===== config.mk =====
export PLATFORM = sky130hd
export DESIGN_NAME = fetch_stage_flat
export DESIGN_NICKNAME = d
export VERILOG_FILES = /design/src/rtl/fetch_stage_if.sv /design/src/rtl/fetch_stage.sv /design/src/flat_wrapper.sv
export SDC_FILE = /design/constraint.sdc
export NUM_CORES = 1
export LEC_CHECK = 0
export CAP_MARGIN = 5
export CORE_UTILIZATION = 42
export DETAILED_ROUTE_END_ITERATION = 12
export PLACE_DENSITY = 0.77
export SETUP_SLACK_MARGIN = 0.05
export SYNTH_ARGS = -nofsm -noshare
export SYNTH_HDL_FRONTEND = slang
export SYNTH_SLANG_ARGS = --single-unit
export TNS_END_PERCENT = 100

===== constraint.sdc =====
create_clock -name clk -period 3 [get_ports clk]
set_clock_uncertainty 0.05 [all_clocks]
set_input_delay 0.45 -clock clk [delete_from_list [all_inputs] [get_ports clk]]
set_output_delay 0.45 -clock clk [all_outputs]
set_load 0.01 [all_outputs]

===== src/rtl/fetch_stage_if.sv =====
// fetch_stage_if: fetch-stage bundle of hazard control, instruction memory and decode signals
//   master: hazard unit / memory / decode side (drives controls and instr_f)
//   slave : fetch stage (drives pc_f, fetch_fault_f and the fetch/decode register outputs)
interface fetch_stage_if;
   logic        stall_f;
   logic        stall_d;
   logic        flush_d;
   logic        pc_src;
   logic [31:0] pc_target;
   logic [31:0] pc_f;
   logic [31:0] instr_f;
   logic        fetch_fault_f;
   logic [31:0] instr_d;
   logic [31:0] pc_plus8_d;
   logic        valid_d;
   modport master (
      output stall_f, stall_d, flush_d, pc_src, pc_target, instr_f,
      input  pc_f, fetch_fault_f, instr_d, pc_plus8_d, valid_d
   );
   modport slave (
      input  stall_f, stall_d, flush_d, pc_src, pc_target, instr_f,
      output pc_f, fetch_fault_f, instr_d, pc_plus8_d, valid_d
   );
endinterface


===== src/rtl/fetch_stage.sv =====
// fetch_stage: ARM instruction fetch - PC, imem address, fetch/decode register
//   clk, reset         : clock, asynchronous active-high reset
//   bus.stall_f/pc_src : hold PC / redirect to pc_target (redirect wins)
//   bus.stall_d/flush_d: hold / bubble the fetch/decode register (flush wins)
//   bus.pc_f, instr_f  : imem address out, combinational read data in
//   bus.fetch_fault_f  : pc_f beyond populated imem
//   bus.instr_d, pc_plus8_d, valid_d : registered outputs to decode
module fetch_stage #(
   parameter logic [31:0] RESET_PC   = 32'h0000_0000,
   parameter logic [31:0] NOP_INSTR  = 32'hE1A0_0000,
   parameter int unsigned IMEM_WORDS = 32
) (
   input logic          clk,
   input logic          reset,
   fetch_stage_if.slave bus
);
   logic [31:0] pc_q, pc_d, ir_q, ir_d, pc8_q, pc8_d;
   logic        vld_q, vld_d, fault;
   assign fault = {2'b00, pc_q[31:2]} >= 32'(IMEM_WORDS);
   always_comb begin
      pc_d  = bus.pc_src ? {bus.pc_target[31:2], 2'b00} : bus.stall_f ? pc_q : pc_q + 32'd4;
      // faulting fetches select the NOP before the register so an X word never gets captured
      ir_d  = bus.flush_d ? NOP_INSTR : bus.stall_d ? ir_q : fault ? NOP_INSTR : bus.instr_f;
      pc8_d = bus.flush_d ? 32'd0 : bus.stall_d ? pc8_q : pc_q + 32'd8;
      vld_d = !bus.flush_d && (bus.stall_d ? vld_q : !fault);
   end
   always_ff @(posedge clk or posedge reset) begin
      if (reset) begin
         pc_q  <= RESET_PC;
         ir_q  <= NOP_INSTR;
         pc8_q <= 32'd0;
         vld_q <= 1'b0;
      end else begin
         pc_q  <= pc_d;
         ir_q  <= ir_d;
         pc8_q <= pc8_d;
         vld_q <= vld_d;
      end
   end
   assign bus.pc_f          = pc_q;
   assign bus.fetch_fault_f = fault;
   assign bus.instr_d       = ir_q;
   assign bus.pc_plus8_d    = pc8_q;
   assign bus.valid_d       = vld_q;
endmodule


===== src/flat_wrapper.sv =====
// flat-port wrapper written by rule: the top's interface ports become plain ports
module fetch_stage_flat 
#(
   parameter logic [31:0] RESET_PC   = 32'h0000_0000,
   parameter logic [31:0] NOP_INSTR  = 32'hE1A0_0000,
   parameter int unsigned IMEM_WORDS = 32
)
  (clk, reset, bus_stall_f, bus_stall_d, bus_flush_d, bus_pc_src, bus_pc_target, bus_instr_f, bus_pc_f, bus_fetch_fault_f, bus_instr_d, bus_pc_plus8_d, bus_valid_d);
  fetch_stage_if bus_i ();
  input logic clk;
  input logic reset;
  input wire logic [$bits(bus_i.stall_f)-1:0] bus_stall_f;
  input wire logic [$bits(bus_i.stall_d)-1:0] bus_stall_d;
  input wire logic [$bits(bus_i.flush_d)-1:0] bus_flush_d;
  input wire logic [$bits(bus_i.pc_src)-1:0] bus_pc_src;
  input wire logic [$bits(bus_i.pc_target)-1:0] bus_pc_target;
  input wire logic [$bits(bus_i.instr_f)-1:0] bus_instr_f;
  output wire logic [$bits(bus_i.pc_f)-1:0] bus_pc_f;
  output wire logic [$bits(bus_i.fetch_fault_f)-1:0] bus_fetch_fault_f;
  output wire logic [$bits(bus_i.instr_d)-1:0] bus_instr_d;
  output wire logic [$bits(bus_i.pc_plus8_d)-1:0] bus_pc_plus8_d;
  output wire logic [$bits(bus_i.valid_d)-1:0] bus_valid_d;
  assign bus_i.stall_f = bus_stall_f;
  assign bus_i.stall_d = bus_stall_d;
  assign bus_i.flush_d = bus_flush_d;
  assign bus_i.pc_src = bus_pc_src;
  assign bus_i.pc_target = bus_pc_target;
  assign bus_i.instr_f = bus_instr_f;
  assign bus_pc_f = bus_i.pc_f;
  assign bus_fetch_fault_f = bus_i.fetch_fault_f;
  assign bus_instr_d = bus_i.instr_d;
  assign bus_pc_plus8_d = bus_i.pc_plus8_d;
  assign bus_valid_d = bus_i.valid_d;
  fetch_stage #(.RESET_PC(RESET_PC), .NOP_INSTR(NOP_INSTR), .IMEM_WORDS(IMEM_WORDS)) u_core (.clk(clk), .reset(reset), .bus(bus_i));
endmodule

==> qor.tcl <==
set qor(run_status) {finished clean}
set qor(seq_power_share) 0.459
set qor(cts.root.buffer_cell) {clkbuf_16}
set qor(cts.sinks) 94
set qor(chipWidth_um) 113
set qor(worstSetupPathType) {flip-flop to output port}
set qor(power_report.internal_total_mw) 2.24
set qor(die_ht_um) 113
set qor(via_per_inst) 5.91
set qor(worstMarginPinSlew_ns) 0.907
set qor(grt_antenna_before_repair) 0
set qor(synth.yosys.seq_area_share) 0.454
set qor(yosys.cell_types.count) 57
set qor(place.detailed.instances) 834
set qor(async_flop_share) 1.00
set qor(start_util) 0.432
set qor(tritoncts) {built}
set qor(post_synth.cell_area_avg_um2) 9.31
set qor(swShare) 0.278
set qor(setup_viol) 0
set qor(area_delta_synth_final_pct) 38.6
set qor(irDropWorstVdd_mv) 0.237
set qor(antenna_violating_nets_post_route) 0
set qor(gpl.final_weighted_congestion) 0.857
set qor(clock_power_share) 0.342
set qor(drt-total-wl_mm) 15.4
set qor(grt_usage) 0.243
set qor(drt_drc_violations_left) 0
set qor(cts_max_level) 3
set qor(yosysWarningCount) 0
set qor(synth.most_common_cell) {dfrtp_1}
set qor(setup-tns-final_ns) 0
set qor(postCtsHoldBufs) 0
set qor(edff_count_synth) 0
set qor(final-instance-count-excl-fill) 850
set qor(cts_inserted_buffers) 9
set qor(grt_first_pass_wirelength_mm) 24.7
set qor(critical_path.endpoint_type) {output port}
set qor(num_antenna_cells) 0
set qor(first_global_vias) 4836
set qor(io_buffer_count) 163
set qor(detail_route.iter0.violations) 484
set qor(cp.required_ns) 2.50
set qor(path_max_fanout) 2
set qor(fin_worst_hold_slack_ns) 0.425
set qor(final_worst_path_period_share) 0.998
set qor(post-route-cell-area_mm2) 0.00720
set qor(finalNetCount) 771
set qor(cellLeakagePower_nw) 2.74
set qor(worst-endpoint-arrival_ns) 2.49
set qor(via_count) 5020
set qor(post-layout-total-power_mw) 3.10
set qor(buffers_from_clock_root_to_sink_at_most) 2
set qor(worst_setup_path_start_kind) {flip-flop}
set qor(wl_per_cell_um) 18.1
set qor(coreArea_mm2) 0.0120
set qor(place_hpwl_mm) 10.7
set qor(drive_above_1_share) 0.0853
set qor(netSwitchingPower_mw) 0.863
set qor(synth.ff_latch_count) 94
set qor(drt-pass1-iter-count) 5
set qor(insertion_delay_ns) 0.35
set qor(detailed_place.area_mm2) 0.00693
set qor(hold_path.class) {flip-flop to flip-flop}
set qor(max_cap_viol_count) 0
set qor(fin_crit_period_ns) 2.99
set qor(overflow) 0
set qor(max_freq_mhz) 334
set qor(final-max-slew-violation-count) 0
set qor(finalHoldViolCount) 0
set qor(worst_setup_hold_path_clk_slew_ns) 0.07
set qor(slew_headroom) 0.393
set qor(netlist.area_leader.share) 0.424
set qor(power.density_mw_per_mm2) 431
set qor(postSynthCellCount) 558
set qor(synthesis.area_mm2) 0.00519
set qor(io_pins) 168
set qor(synth_flop_cell) {dfrtp_1}
set qor(synth_top_area_cell) {dfrtp_1}
set qor(synth_top_cells_by_count) {dfrtp_1 (88), nand2_1 (52), clkbuf_1 (46), nor2_1 (44), o41ai_1 (30)}
set qor(maximum_number_of_pins_on_one_net_before_global_route_repair) 58
set qor(synth_area_leaders) {dfrtp_1 (42%), o41ai_1 (5.1%), nand2_1 (3.8%)}
set qor(fp.dieArea_mm2) 0.0128
set qor(share_comb_of_total_power) 0.199
set qor(fp-row-count) 40
[cells in the final DEF, fill, tap and decap left out, types with 4 or more instances in the layout]
| master | instances |
|---|---|
| dfstp_2 | 6 |
| xnor2_1 | 18 |
| dfrtp_1 | 88 |
| or2_2 | 5 |
| nor2_1 | 43 |
| o31a_1 | 6 |
| inv_1 | 10 |
| nand3b_1 | 15 |
| nor4_1 | 10 |
| clkbuf_16 | 9 |
| a211oi_1 | 13 |
| or4_1 | 12 |
| o41ai_1 | 30 |
| nand2b_1 | 27 |
| clkbuf_1 | 4 |
| clkdlybuf4s50_1 | 161 |
| or3_1 | 24 |
| o21ai_0 | 22 |
| a31oi_1 | 11 |
| a311oi_1 | 8 |
| a21oi_1 | 4 |
| xor2_1 | 8 |
| nand2_1 | 52 |
| nand4_1 | 11 |
| buf_4 | 23 |
| nor3_1 | 8 |
| nand3_1 | 14 |
| o31ai_1 | 8 |
[state kept, by name, summed over array words and instances, names as in the netlist]
register	cells
u_core.bus.instr_d	32
u_core.bus.pc_plus8_d	31
u_core.bus.pc_f	30
u_core.bus.valid_d	1
[power by group through the flow]
stage / registers [mW] / clock network [mW] / logic [mW]
floorplan: 1.45 / 0 / 0.274
global placement: 1.44 / 0 / 0.603
detailed placement: 1.45 / 0 / 0.611
CTS: 1.42 / 1.08 / 0.618
global route: 1.43 / 1.13 / 0.671
finish: 1.43 / 1.06 / 0.618
[critical path: stages, from the launching register on]
cell and delay (ns):
dfrtp_1 0.37, or4_1 0.53, nor3_1 0.27, nand3_2 0.15, or2_2 0.34, clkdlybuf4s50_1 0.48
[cell type report]
| class | instances | area (um^2) |
|---|---|---|
| clock buffer | 14 | 254 |
| timing repair buffer | 187 | 1810 |
| tap | 147 | 184 |
| inverter | 11 | 42.5 |
| clock inverter | 2 | 10.0 |
| sequential | 94 | 2360 |
| multi-input combinational | 395 | 2540 |
| fill | 1035 | 4810 |
[metal layers]
| layer | vias to the layer above | GRT usage | share of wire |
|---|---|---|---|
| met5 | - | 0 | 0 |
| li1 | 2333 | - | - |
| met4 | 0 | 0.0912 | 0.029 |
| met2 | 268 | 0.386 | 0.45 |
| met3 | 40 | 0.0471 | 0.082 |
| met1 | 2379 | 0.330 | 0.44 |
[metrics by stage]
| step | worst slack (ns) | utilization |
|---|---|---|
| 6_report | 0.00680 | 0.600 |
| 5_1_grt | -0.0521 | 0.600 |
| 4_1_cts | 0.0816 | 0.599 |
| 3_5_place_dp | 0.288 | 0.577 |
| 3_3_place_gp | 0.332 | 0.577 |
| 2_1_floorplan | 0.0613 | - |
[repair_timing]
item / CTS / global route
gates resized for setup: 0 / 2
endpoints found under the setup margin: 0 / 1
buffers inserted: 0 / 0
[kinds of logic after synthesis]
kind of cell,count (synthesis),synth area share
flops,94,0.454
compound gates,119,0.171
other cells,1,0.000722
mux,4,0.00795
buf+inv,70,0.0595
fa+ha+maj,3,0.00723
simple gates,241,0.256
xor+xnor,26,0.0438
[worst paths after layout]
path	start	end	slack [ns]	cells past startpoint
max	u_core.bus.pc_f[26]	bus_fetch_fault_f	0.007	5
max reg2reg	u_core.bus.pc_f[4]	u_core.bus.pc_plus8_d[27]	0.58	6
min in group asynchronous	reset	u_core.bus.pc_plus8_d[30]	0.50	2
min	u_core.bus.instr_d[0]	u_core.bus.instr_d[0]	0.43	2
min reg2reg	u_core.bus.instr_d[0]	u_core.bus.instr_d[0]	0.43	2
max in group asynchronous	reset	u_core.bus.pc_f[30]	1.66	3
(Power assumes the default switching activity.)
